==> config.mk <==
export PLATFORM = sky130hd
export DESIGN_NAME = vend_payout
export DESIGN_NICKNAME = d
export VERILOG_FILES = /design/src/rtl/vend_pkg.sv /design/src/rtl/vend_ack_timer.sv /design/src/rtl/vend_payout.sv
export SDC_FILE = /design/constraint.sdc
export NUM_CORES = 1
export LEC_CHECK = 0
export CAP_MARGIN = 5
export CORE_MARGIN = 2
export CORE_UTILIZATION = 35
export DETAILED_ROUTE_END_ITERATION = 16
export SYNTH_ARGS = -nofsm -noshare
export SYNTH_HDL_FRONTEND = slang
export SYNTH_SLANG_ARGS = --single-unit
export TNS_END_PERCENT = 30
==> constraint.sdc <==
create_clock -name clk -period 2.2 [get_ports clk]
set_clock_uncertainty 0.2 [all_clocks]
set_input_delay 0.55 -clock clk [delete_from_list [all_inputs] [get_ports clk]]
set_output_delay 0.55 -clock clk [all_outputs]
set_load 0.02 [all_outputs]
==> src/rtl/vend_pkg.sv <==
// Shared constants for the vending payout path: state encoding, coin values
// and default widths/timeouts.
package vend_pkg;

    localparam int AMT_W_DEF   = 4;
    localparam int SMALL_VAL   = 1;
    localparam int BIG_VAL_DEF = 2;
    localparam int TMO_DEF     = 15;

    typedef enum logic [6:0] {
        ST_IDLE     = 7'b000_0001,
        ST_SEL      = 7'b000_0010,
        ST_EJ_BIG   = 7'b000_0100,
        ST_EJ_SMALL = 7'b000_1000,
        ST_WAIT_LOW = 7'b001_0000,
        ST_DONE     = 7'b010_0000,
        ST_ERR      = 7'b100_0000
    } state_t;

endpackage

==> src/rtl/vend_ack_timer.sv <==
// Saturating per-state cycle counter for hopper handshake timeouts.
// hit is asserted while the count sits at TMO.
module vend_ack_timer
    import vend_pkg::*;
#(
    parameter int TMO = TMO_DEF,
    parameter int CW  = $clog2(TMO + 1)
) (
    input  logic          clk,
    input  logic          rst,
    input  logic          clr,
    input  logic          en,
    input  logic          load,
    input  logic [CW-1:0] load_val,
    output logic          hit
);

    localparam logic [CW-1:0] TMO_C = CW'(TMO);

    logic [CW-1:0] count_reg;

    always_ff @(posedge clk or negedge rst) begin
        if (!rst) begin
            count_reg <= '0;
        end else if (clr) begin
            count_reg <= '0;
        end else if (load) begin
            count_reg <= load_val;
        end else if (en && (count_reg != TMO_C)) begin
            count_reg <= count_reg + 1'b1;
        end
    end

    assign hit = (count_reg == TMO_C);

endmodule

==> src/rtl/vend_payout.sv <==
// Greedy change dispenser: pays an amount in half-units as big then small coins,
// one req/ack handshake per coin, with a sticky timeout error.
module vend_payout
    import vend_pkg::*;
#(
    parameter int AMT_W   = AMT_W_DEF,
    parameter int BIG_VAL = BIG_VAL_DEF,
    parameter int TMO     = TMO_DEF
) (
    input  logic             clk,
    input  logic             rst,
    input  logic             pay_req,
    input  logic [AMT_W-1:0] pay_amt,
    input  logic             eject_ack,
    output logic             eject_big,
    output logic             eject_small,
    output logic             busy,
    output logic             done,
    output logic             err
);

    localparam int CW = $clog2(TMO + 1);
    localparam logic [AMT_W-1:0] BIG_AMT   = AMT_W'(BIG_VAL);
    localparam logic [AMT_W-1:0] SMALL_AMT = AMT_W'(SMALL_VAL);

    state_t           state_reg, state_next;
    logic [AMT_W-1:0] remaining_reg, remaining_next;
    logic             eject_big_reg, eject_big_next;
    logic             eject_small_reg, eject_small_next;
    logic             busy_reg, busy_next;
    logic             done_reg, done_next;
    logic             err_reg, err_next;
    logic             tmr_clr, tmr_en, tmr_hit;

    // State, datapath and output registers
    always_ff @(posedge clk or negedge rst) begin
        if (!rst) begin
            state_reg       <= ST_IDLE;
            remaining_reg   <= '0;
            eject_big_reg   <= 1'b0;
            eject_small_reg <= 1'b0;
            busy_reg        <= 1'b0;
            done_reg        <= 1'b0;
            err_reg         <= 1'b0;
        end else begin
            state_reg       <= state_next;
            remaining_reg   <= remaining_next;
            eject_big_reg   <= eject_big_next;
            eject_small_reg <= eject_small_next;
            busy_reg        <= busy_next;
            done_reg        <= done_next;
            err_reg         <= err_next;
        end
    end

    // Next-state and remaining-amount logic
    always_comb begin
        state_next     = state_reg;
        remaining_next = remaining_reg;
        case (state_reg)
            ST_IDLE: begin
                if (pay_req && !err_reg) begin
                    if (pay_amt == '0) begin
                        state_next = ST_DONE;
                    end else begin
                        remaining_next = pay_amt;
                        state_next     = ST_SEL;
                    end
                end
            end
            ST_SEL: begin
                if (remaining_reg >= BIG_AMT) begin
                    state_next = ST_EJ_BIG;
                end else if (remaining_reg != '0) begin
                    state_next = ST_EJ_SMALL;
                end else begin
                    state_next = ST_DONE;
                end
            end
            ST_EJ_BIG: begin
                if (eject_ack) begin
                    remaining_next = remaining_reg - BIG_AMT;
                    state_next     = ST_WAIT_LOW;
                end else if (tmr_hit) begin
                    state_next = ST_ERR;
                end
            end
            ST_EJ_SMALL: begin
                if (eject_ack) begin
                    remaining_next = remaining_reg - SMALL_AMT;
                    state_next     = ST_WAIT_LOW;
                end else if (tmr_hit) begin
                    state_next = ST_ERR;
                end
            end
            ST_WAIT_LOW: begin
                if (!eject_ack) begin
                    state_next = ST_SEL;
                end else if (tmr_hit) begin
                    state_next = ST_ERR;
                end
            end
            ST_DONE: begin
                state_next = ST_IDLE;
            end
            ST_ERR: begin
                remaining_next = '0;
                state_next     = ST_IDLE;
            end
            default: begin
                remaining_next = '0;
                state_next     = ST_IDLE;
            end
        endcase
    end

    // Outputs are decoded from the current state and registered, so they lag it by one cycle
    always_comb begin
        eject_big_next   = (state_reg == ST_EJ_BIG);
        eject_small_next = (state_reg == ST_EJ_SMALL);
        busy_next        = state_reg inside {ST_SEL, ST_EJ_BIG, ST_EJ_SMALL, ST_WAIT_LOW};
        done_next        = (state_reg == ST_DONE);
        err_next         = err_reg | (state_reg == ST_ERR);
    end

    // Timer restarts on every state change and runs only while waiting on the hopper
    assign tmr_en  = state_reg inside {ST_EJ_BIG, ST_EJ_SMALL, ST_WAIT_LOW};
    assign tmr_clr = (state_next != state_reg);

    vend_ack_timer #(
        .TMO (TMO),
        .CW  (CW)
    ) u_ack_timer (
        .clk      (clk),
        .rst      (rst),
        .clr      (tmr_clr),
        .en       (tmr_en),
        .load     (1'b0),
        .load_val ('0),
        .hit      (tmr_hit)
    );

    assign eject_big   = eject_big_reg;
    assign eject_small = eject_small_reg;
    assign busy        = busy_reg;
    assign done        = done_reg;
    assign err         = err_reg;

endmodule

[Word level (Yosys, flattened, before mapping)]
Cells that the tools add are included.
Storage, ports and cells
  register bits: 20
  bits of input ports: 8
  output and inout bits: 5
  logic and storage cells: 54
Operators by class
  $add $sub $neg: 3
  order comparisons: 1
  equality and inequality tests: 14
  multiplexer cells: 15
  bitwise operators: 2
  reduce and logical (&&, ||, !) cells: 11
Operators with widths (number)
  2-to-1 mux 7 bit: 4
  one-hot mux 7 bit (4 select lines): 1
  2-to-1 mux 4 bit: 6
  2-to-1 mux 6 bit: 3
  one-hot mux 4 bit (4 select lines): 1
  inequality test 2 bit, second input constant: 4
  nonzero test 4 bit: 2
  == test 7 x 1 -> 1 bit, second input constant: 1
  == test 7 x 2 -> 1 bit, second input constant: 1
  == test 7 x 3 -> 1 bit, second input constant: 1
  == test 7 x 4 -> 1 bit, second input constant: 1
  == test 7 x 5 -> 1 bit, second input constant: 1
  == test 7 x 6 -> 1 bit, second input constant: 1
  == test 7 bit, second input constant: 1
  inequality test 7 bit: 1
  AND reduction 5 bit: 1
  adder 4 x 1 -> 4 bit, second input constant: 1
  == test 4 bit, second input constant: 1
  >= comparator 4 x 2 -> 1 bit, second input constant: 1
  logical NOT 4 bit: 1
  inequality test 4 bit, second input constant: 1
  subtractor 4 x 1 -> 4 bit, second input constant: 1
  subtractor 4 x 2 -> 4 bit, second input constant: 1
  nonzero test 3 bit: 1
  other kinds (7): 8

[Longest topological paths before layout]
Gate-level depths: netlist of run 1.
  word-level depth: 6
  mapped depth: 7
  mapped depth without buffers: 7

[By module]
From an unflattened synthesis of run 1, not the netlist that was laid out.
Unflattened totals
  cells, all modules: 153
  area, all modules: 1407.6 um^2
By module, submodules not included
  vend_payout: instances 1, cells each 127, area an instance 1166.1 um^2, sequential area each 401.6 um^2
  vend_ack_timer: instances 1, cells each 26, area an instance 241.5 um^2, sequential area each 100.1 um^2

[Worst setup path before layout of run 1]
OpenSTA, ideal clock, no wires.
  kind: register -> register
  from: register remaining_reg[0]
  to: register u_ack_timer.count_reg[0]
  setup time: 0.129 ns
  arrival: 1.503 ns
  required time: 1.871 ns
  slack: 0.368 ns
  stages on the path, launching flop included: 8
  buffers on the path: 0
  period minus slack after synthesis: 1.832 ns
  path through: dfrtp_1 > inv_1 > ha_1 > or4_4 > o21bai_2 > a211oi_4 > o2111ai_2 > nor2_1
Between the ends
  word-level cells in the longest chain between the ends: 6
  elaborated cells between the ends (all ways): 8
  classes of those cells: 1 x order compare; 1 x eq/ne; 4 x mux; 2 x reduce/logical
RTL lines
  from (decl): line vend_payout.sv:27  | logic [AMT_W-1:0] remaining_reg, remaining_next;
  from (signal assigned): line vend_payout.sv:47  | remaining_reg <= remaining_next;
  branches (longest 2 deep; another with >= comparator 4 x 2 -> 1 bit)
  2-to-1 mux 6 bit (*): line vend_payout.sv:72  | if (remaining_reg >= BIG_AMT) begin
  one-hot mux 7 bit (4 select lines) (*): line vend_payout.sv:60  | case (state_reg)
  inequality test 7 bit (*): line vend_payout.sv:128  | assign tmr_clr = (state_next != state_reg);
  2-to-1 mux 4 bit / nonzero test 2 bit (equally long branches)
  to (signal assigned): line vend_ack_timer.sv:28  | count_reg <= load_val;
  to (signal assigned): line vend_ack_timer.sv:30  | count_reg <= count_reg + 1'b1;
  to (decl): line vend_ack_timer.sv:20  | logic [CW-1:0] count_reg;
Mark *: on every way between the ends.
A chain may end at the register's enable or synchronous reset.

[Final worst setup path of run 1]
  from: register err_reg (netlist: err)
  to: output err
RTL lines
  from (decl): line vend_payout.sv:32  | logic err_reg, err_next;
  from (signal assigned): line vend_payout.sv:52  | err_reg <= err_next;
  to (decl): line vend_payout.sv:19  | output logic err
No word-level cell between the ends.

==> run summary, run 1 <==
Pre-antenna DRT Iters -> 4
Crit path DAT -> 1320 ps
Final worst setup slack -> 127 ps
Final count of hold timing violations -> 0
CP Launch Type -> register
Syn_area_per_cell -> 9.82 um2
Total GRT Usage -> 0.151
R2R cell count -> 5
Outcome -> completed
Clock slew at reported path FFs -> 80 ps
RSZ-0062 raised after global routing -> no
First-pass GRT wire length -> 5150 um
Leak -> 0.663 nW
GRT overflow -> 0
Area of the core -> 3690 um2
Synthesis-to-finish area growth -> 17.3%
CTS buffer count -> 3
Initial core utilization -> 0.367
Setup Fix Bufs, Post-CTS -> 0
Total power -> 0.00159 W
Placer Congestion -> 0.872
Maximum level of the CTS H-tree -> 1
Multi-input gate area -> 783 um2
CP peak stage delay -> 640 ps
ANT nets after route -> 0
Async SR Flop Fraction -> 1.00
Sequential cell area fraction in the yosys report -> 0.370
CTS tree -> built
Hold Path Stages -> 1
Root Buffer -> clkbuf_8
Total area of sequential cells -> 502 um2
Max FFs per register -> 7
Die W -> 66.2 um
Post-Route WL -> 2990 um
Max Freq -> 482 MHz
DRC viols -> 0
CP max stage cell -> clkdlybuf4s50_1
Cell family with most CP delay -> buffers and inverters
Crit Path Max Fanout -> 4
Period minus WS final -> 2070 ps
Clk Latency, worst-skew pair -> 250 ps
CTS resizes -> 0
Worst path bufs/invs -> 1
Post-Synthesis Cells -> 138
Vias/cell -> 5.54
Layout cells sized above 1 -> 0.161
Die Ht -> 66.2 um
# setup viols final -> 0
Die area -> 4390 um2
Number of nets in the layout -> 170
Fin. max-slew vios -> 0
TNS Setup -> 0 ps
DPL Wire Length -> 2260 um
Diodes inserted -> 0
DR iter-0 viols -> 63
Most used DFF post-synth -> dfrtp_1
Largest net degree at the start of global routing -> 21
Pwr dens -> 1000 nW/um2
Number of antenna violations at the first check in global routing -> 0
Wire per inst -> 14.7 um
Worst EP required -> 1450 ps
Filler Cell Count -> 382
DP Worst Slack -> -121 ps
Post-synth EDFFs -> 0
# port buffers -> 12
Ys Warns -> 0
Worst rel slew slack -> 0.715
R2r startpoint -> state_reg[1]
Number of synthesized register bits -> 20
Worst Setup End Kind -> primary output
Mapped Nets -> 152
Clk sinks -> 20
Netlist cell types -> 57
Clock buffer depth -> 2
CP Cell Sequence -> clkdlybuf4s50_1
VDD IR max -> 640 uV
Vias in the first global route -> 1,090
CP Class -> reg -> out
Max Cap Violations -> 0
Cell Area, Synth -> 1360 um2
Vias -> 1,125
Hold path start -> remaining_reg[3]
Hold Path Sink -> remaining_reg[3]
Fin util -> 0.431
Fin crit share -> 0.942
IO Pins -> 13
Number of hold buffers added after CTS -> 0
Core Rows -> 22
FF-to-FF setup slack -> 200 ps
Hold Crit Class -> reg -> reg
Slew @ Worst Pin -> 424 ps
R2r endpoint -> remaining_reg[3]
## cell type report
type | instances | share of cell area
Sequential cell | 20 | 0.316
Multi-Input combinational cell | 104 | 0.493
Timing Repair Buffer | 18 | 0.104
Clock buffer | 4 | 0.0283
Tap cell | 48 | 0.0378
Inverter | 9 | 0.0213
## worst max path at each step
stage | slack, ps | cells after the start | start | endpoint
floorplan | 370 | 7 | remaining_reg[0] | u_ack_timer.count_reg[0]
global placement | -70 | 6 | pay_amt[0] | remaining_reg[3]
detailed placement | -120 | 6 | pay_amt[0] | remaining_reg[3]
CTS | 120 | 1 | err | err
global route | 50 | 6 | pay_amt[0] | remaining_reg[0]
finish | 130 | 1 | err | err
## synthesized netlist by cell type (all sizes together) (2+ instances only)
cell type | number | area (um2)
dfrtp | 19 | 475
nor2 | 13 | 48.8
inv | 9 | 33.8
o21ai | 9 | 48.8
nand2 | 7 | 28.8
ha | 6 | 75.1
buf | 5 | 36.3
nand2b | 5 | 31.3
a21oi | 4 | 20.0
a31oi | 4 | 25.0
nor3 | 4 | 30.0
a22o | 3 | 26.3
nand3 | 3 | 15.0
nand4 | 3 | 18.8
nor4 | 3 | 40.0
o2111ai | 3 | 32.5
o21bai | 3 | 26.3
xor2 | 3 | 33.8
a22oi | 2 | 15.0
and3 | 2 | 12.5
nand3b | 2 | 15.0
nor3b | 2 | 20.0
o22ai | 2 | 12.5
or3 | 2 | 17.5
## logic make-up after synthesis
kind of cell	synth area share
fa+ha+maj	0.0554
mux	0.00739
xor+xnor	0.0314
compound gates	0.232
flops	0.370
simple gates	0.252
buf+inv	0.0517
## layer usage
layer	track usage	vias to the layer above	part of all wire
li1	-	551	-
met1	0.220	536	0.47
met2	0.226	36	0.46
met3	0.0170	2	0.058
met4	0.0612	0	0.0077
met5	0	-	0
## power by group
group / switching, W / total, W / internal, W / leakage (nW)
clock network: 0.000120 / 0.000249 / 0.000129 / 0.0228
logic: 0.000445 / 0.000789 / 0.000344 / 0.372
registers: 0.000117 / 0.000557 / 0.000440 / 0.269
## layout by cell type, fill, tap and decap left out, types with 2 or more instances in the layout
cell	instances
a22o_1	3
nand3_1	3
nand3b_1	2
xor2_1	2
o21ai_0	4
o22ai_1	2
buf_4	6
nor3_1	2
clkdlybuf4s50_1	12
and3_1	2
nand2_1	6
clkbuf_8	3
nand4_1	3
a21oi_1	4
a31oi_1	4
nand2b_1	5
a22oi_1	2
nor3_2	2
nor2_1	13
dfrtp_1	19
o21bai_1	2
ha_1	6
inv_1	9
o2111ai_1	2
o21ai_1	4
## through the flow
stage / hold slack [ps] / std cells / instance area (um2)
global placement: 345 / 199 / 1540
global route: 381 / 203 / 1590
floorplan: 54.4 / 138 / 1360
finish: 377 / 203 / 1590
detailed placement: 354 / 199 / 1540
CTS: 372 / 203 / 1590
Note: power is estimated with default switching activity, not from simulation.
==> run 2: changes to the inputs <==
SLEW_MARGIN = 10   (was unset)
==> results of run 2 <==
No change in the layout: final DEF, timing and power equal those of run 1.
==> run 3: changes to the inputs <==
--- a/constraint.sdc
+++ b/constraint.sdc
@@ -4,2 +4,2 @@
 set_output_delay 0.55 -clock clk [all_outputs]
-set_load 0.02 [all_outputs]
+set_load 0.01 [all_outputs]
==> results of run 3 <==
The final DEF is identical to that of run 1. Status: completed.
Main changes from that run: clock-pin slew on the worst setup and hold paths 80 ps -> 70 ps; setup slack after layout 127 ps -> 149 ps; start point of the critical path err -> pay_amt[0]; end point of the critical path err -> remaining_reg[3]
==> edit 1 (settings of run 3) <==
The package constant `TMO_DEF` goes from 15 to 30.
--- a/src/rtl/vend_pkg.sv
+++ b/src/rtl/vend_pkg.sv
@@ -5,7 +5,7 @@
     localparam int AMT_W_DEF   = 4;
     localparam int SMALL_VAL   = 1;
     localparam int BIG_VAL_DEF = 2;
-    localparam int TMO_DEF     = 15;
+    localparam int TMO_DEF     = 30;
 
     typedef enum logic [6:0] {
         ST_IDLE     = 7'b000_0001,
Behaviour: no difference found for any inputs over 10 cycles, from zero or initial values and one cycle with rst low; that may be too few to reach the edited logic, so the function may still have changed.
==> edit 1 against run 3 <==
Combinational power increased by 13%. Count of clock-buffer cells in the layout decreased by 1. Area after synthesis decreased by 3.0%. Core utilization increased by 2.2 points. Wire length increased by 2.3%. First-iteration DRC count decreased by 13%. Power increased by 6.9%. Cell area increased by 3.5%. Sequential cell count increased by 1. Setup slack got worse by 83 ps. Critical endpoint is now remaining_reg[0]. Largest cell class unchanged. Largest power group unchanged.
==> edit 1: results <==
[logic_synthesis]
synth.distinct_cells = 49
yosysSeqAreaShare_pct = 40.10
async_flop_share_pct = 100.0
syn_nets = 152
synth_commonest_cells = "dfrtp_1 (20), nor2_1 (13), a21oi_1 (9)"
synth.area.top_cells = "dfrtp_1 (38%), ha_1 (5.7%), nor2_1 (3.7%)"
synth-warning-count = 0

[drt]
drt-vias-per-instance = 5.296
wl_met1_um = 1419
dr.first_iter.drc_count = 55
wl_per_cell_um = 14.16
routed-wl-met3_um = 108
dr.max_layer_used = "met4"
wl_met2_um = 1475

[grt]
met1_usage_pct = 21.11
grt_start_max_net_pins = 22
track_usage_pct = 15.53
met2_usage_pct = 25.00
use_met3_pct = 1.541
grt_first_pass_wirelength_um = 5119
grt_pass1_vias = 1101
antenna_found_initial = 0

[finish]
drive_gt1_share_pct = 19.64
stdcell_count = 216
largest_reg_flops = 7
fill_cells = 359
n_antenna_cell = 0
layout.nets = 183

[placed_design]
port_buffers = 12
place.gp.congestion = 0.9057
pre_cts_slack_ps = -315.8
place_hpwl_um = 2348
dpl.cell_count = 211
dpl_cell_area_um2 = 1580

[clock_network]
cts_made_buffers = 3
clk_pin_slew_ps = 80
clock_path_buffers = 2
cts_root_buf = "clkbuf_8"

[setup_path]
cp_top_family = "simple AND/OR/NAND/NOR gates"
crit_path_max_fanout = 8
crit_slowest_cell = "clkdlybuf4s50_1"
critPathMaxStageDelay_ps = 430
crit_arrival_ps = 2080

[status]
status = "completed"

[power]
p_leak_uw = 0.0007361
ir_drop_v = 0.0004797

[hold_path]
hold_class = "reg -> reg"

[timing]
slew_headroom_pct = 70.93
[edit 1: changes by cell type after synthesis, moves of 3 or more]
cell,change
a21oi_1,+5
a31oi_1,-4
nand2b_1,-3
nand3_1,+5
o21ai_0,+4
[edit 1: cells by family (layout without fill, tap and decap cells)]
group / count (synthesis) / after routing / synth area share [%]
simple gates: 53 / 53 / 23.72
compound gates: 41 / 41 / 21.24
flops: 21 / 21 / 40.10
buf+inv: 11 / 41 / 5.143
fa+ha+maj: 6 / 6 / 5.714
xor+xnor: 5 / 5 / 3.334
mux: 1 / 1 / 0.7619
[edit 1: power by group]
part / leakage (uW) / internal (uW) / switching, uW
logic: 0.000428 / 410 / 474
clock network: 0.0000255 / 126 / 125
registers: 0.000283 / 471 / 91.8
[edit 1: worst paths after layout]
| check | startpoint | to | slack [ps] | cells after the start |
|---|---|---|---|---|
| min in group asynchronous | rst | err | 440 | 2 |
| hold / removal | err | err | 360 | 1 |
| setup reg to reg | state_reg[0] | remaining_reg[0] | 90 | 5 |
| setup / recovery | pay_amt[0] | remaining_reg[0] | 70 | 6 |
| hold reg to reg | err | err | 360 | 1 |
| max in group asynchronous | rst | state_reg[0] | 1090 | 2 |
[edit 1: timing repair]
item	in CTS	in global routing
resized for setup	0	4
endpoints found under the setup margin	2	4
buffers inserted	0	1
pin swaps	2	3
[edit 1: layout make-up]
type / count / area, um^2 / area share (%)
multi-input combinational: 106 / 723.2 / 43.95
timing repair buffer: 30 / 262.8 / 15.97
sequential: 21 / 526.8 / 32.02
clock buffer: 3 / 41.29 / 2.510
tap: 48 / 60.06 / 3.650
inverter: 7 / 26.28 / 1.597
clock inverter: 1 / 5.005 / 0.3042
==> edit 2 (config.mk and constraints of run 3) <==
Made on the original files. Reset style: synchronous (`rst`), changed in 2 clocked blocks.
--- a/src/rtl/vend_ack_timer.sv
+++ b/src/rtl/vend_ack_timer.sv
@@ -19,7 +19,7 @@
 
     logic [CW-1:0] count_reg;
 
-    always_ff @(posedge clk or negedge rst) begin
+    always_ff @(posedge clk) begin
         if (!rst) begin
             count_reg <= '0;
         end else if (clr) begin
--- a/src/rtl/vend_payout.sv
+++ b/src/rtl/vend_payout.sv
@@ -33,7 +33,7 @@
     logic             tmr_clr, tmr_en, tmr_hit;
 
     // State, datapath and output registers
-    always_ff @(posedge clk or negedge rst) begin
+    always_ff @(posedge clk) begin
         if (!rst) begin
             state_reg       <= ST_IDLE;
             remaining_reg   <= '0;
Function: differs if rst is asserted again (counterexample within 4 cycles, from zero or initial values and one cycle with rst low); with rst held inactive, the same outputs for 10 cycles.
==> edit 2 against run 3 <==
The run now ends with setup timing left. Core utilization up 6.7 points. Area after synthesis up 0.55%. Maximum frequency decreased by 8.6%. Wire length grew 18%. Setup slack worse by 190 ps. Cell area grew 16%. Sequential cell count stayed put. Count of clock-buffer cells in the layout unchanged. Critical endpoint is now remaining_reg[1].
Power is not compared: it rests on default switching activity, and its combinational part moved more than twofold at a synthesized area within 25%.
==> edit 2: results <==
[grt]
grt_start_max_net_pins = 14
met2_usage_pct = 29.00
track_usage_pct = 18.14
use_met3_pct = 4.259
grt_pass1_vias = 1342
met1_usage_pct = 23.29
grt_first_pass_wirelength_um = 6065

[logic_synthesis]
yosysSeqAreaShare_pct = 29.38
synth.distinct_cells = 54
synth_commonest_cells = "dfxtp_1 (20), nor2_1 (15), a21oi_1 (11)"
async_flop_share_pct = 0
synth.area.top_cells = "dfxtp_1 (29%), ha_1 (5.5%), nor2_1 (4.1%)"
syn_nets = 174
synth-main-ff-cell = "dfxtp_1"

[placed_design]
place_hpwl_um = 2776
port_buffers = 12

[finish]
layout.nets = 210
drive_gt1_share_pct = 30.26

[drt]
wl_per_cell_um = 14.57
wl_met2_um = 1611
wl_met1_um = 1731
routed-wl-met3_um = 131

[status]
violations = "setup timing"
status = "finished, violations left"

[setup_path]
crit_arrival_ps = 2190
crit_start = "state_reg[2]"
cp_top_family = "simple AND/OR/NAND/NOR gates"
path_class = "reg -> reg"
r2r-start = "state_reg[2]"
critPathMaxStageDelay_ps = 550
regToRegEndpoint = "remaining_reg[1]"

[timing]
setup_viol_count_final = 5
setup_tns_ps = -93.37
whs_ps = 303.9
fin_ws_ps = -43.88
slew_headroom_pct = 68.89

[hold_path]
hold_end = "err"
holdPathStages = 2
-- edit 2: cell count changes after synthesis, sizes merged, moves of 3 or more --
cell	change
dfxtp	+20
dfrtp	-19
a21oi	+7
nor3	+6
o211ai	+5
a2111oi	+3
a211oi	+3
a22o	-3
a31oi	-3
clkbuf	+3
o2111ai	-3
o21bai	-3
-- edit 2: logic make-up after synthesis --
logic type                 after synthesis  synth area share [%]
xor gates and xnor gates                 4                 3.123
DFF                                     20                 29.38
AOI/OAI and AO/OA                       45                 25.07
adders and majority gates                6                 5.509
muxes                                    1                0.7346
and+or+nand+nor                         68                 30.12
buffers and inverters                   16                 6.061
-- edit 2: per-stage QoR --
| step | instance area [um^2] | utilization, % | power (uW) | worst slack (ps) | cells |
|---|---|---|---|---|---|
| detailed placement | 1682 | 45.59 | 658.3 | -560.5 | 237 |
| floorplan | 1363 | - | 571.5 | 39.60 | 160 |
| CTS | 1787 | 48.44 | 949.9 | -42.73 | 242 |
| global placement | 1682 | 45.59 | 651.3 | -513.0 | 237 |
| finish | 1837 | 49.80 | 958.6 | -43.88 | 243 |
| global route | 1837 | 49.80 | 1021 | -135.2 | 243 |
-- edit 2: area by class of cell --
class                   count  area [um^2]
repair buffers             40        325.3
fillers                   352         1852
multi-input cells         124        959.7
flip-flops and latches     20        410.4
well taps                  48        60.06
inverters                   7        26.28
clock buffers               4        55.05
-- edit 2: power by group --
group	total [uW]	switching [uW]	internal, uW
clock	283	124	159
sequential	392	15.8	376
combinational	283	152	131
total	959	292	666
-- edit 2: what timing repair did --
action,in CTS,in global routing
setup buffers,1,1
setup endpoints to repair,8,9
pin swaps,10,9
gates resized for setup,19,12
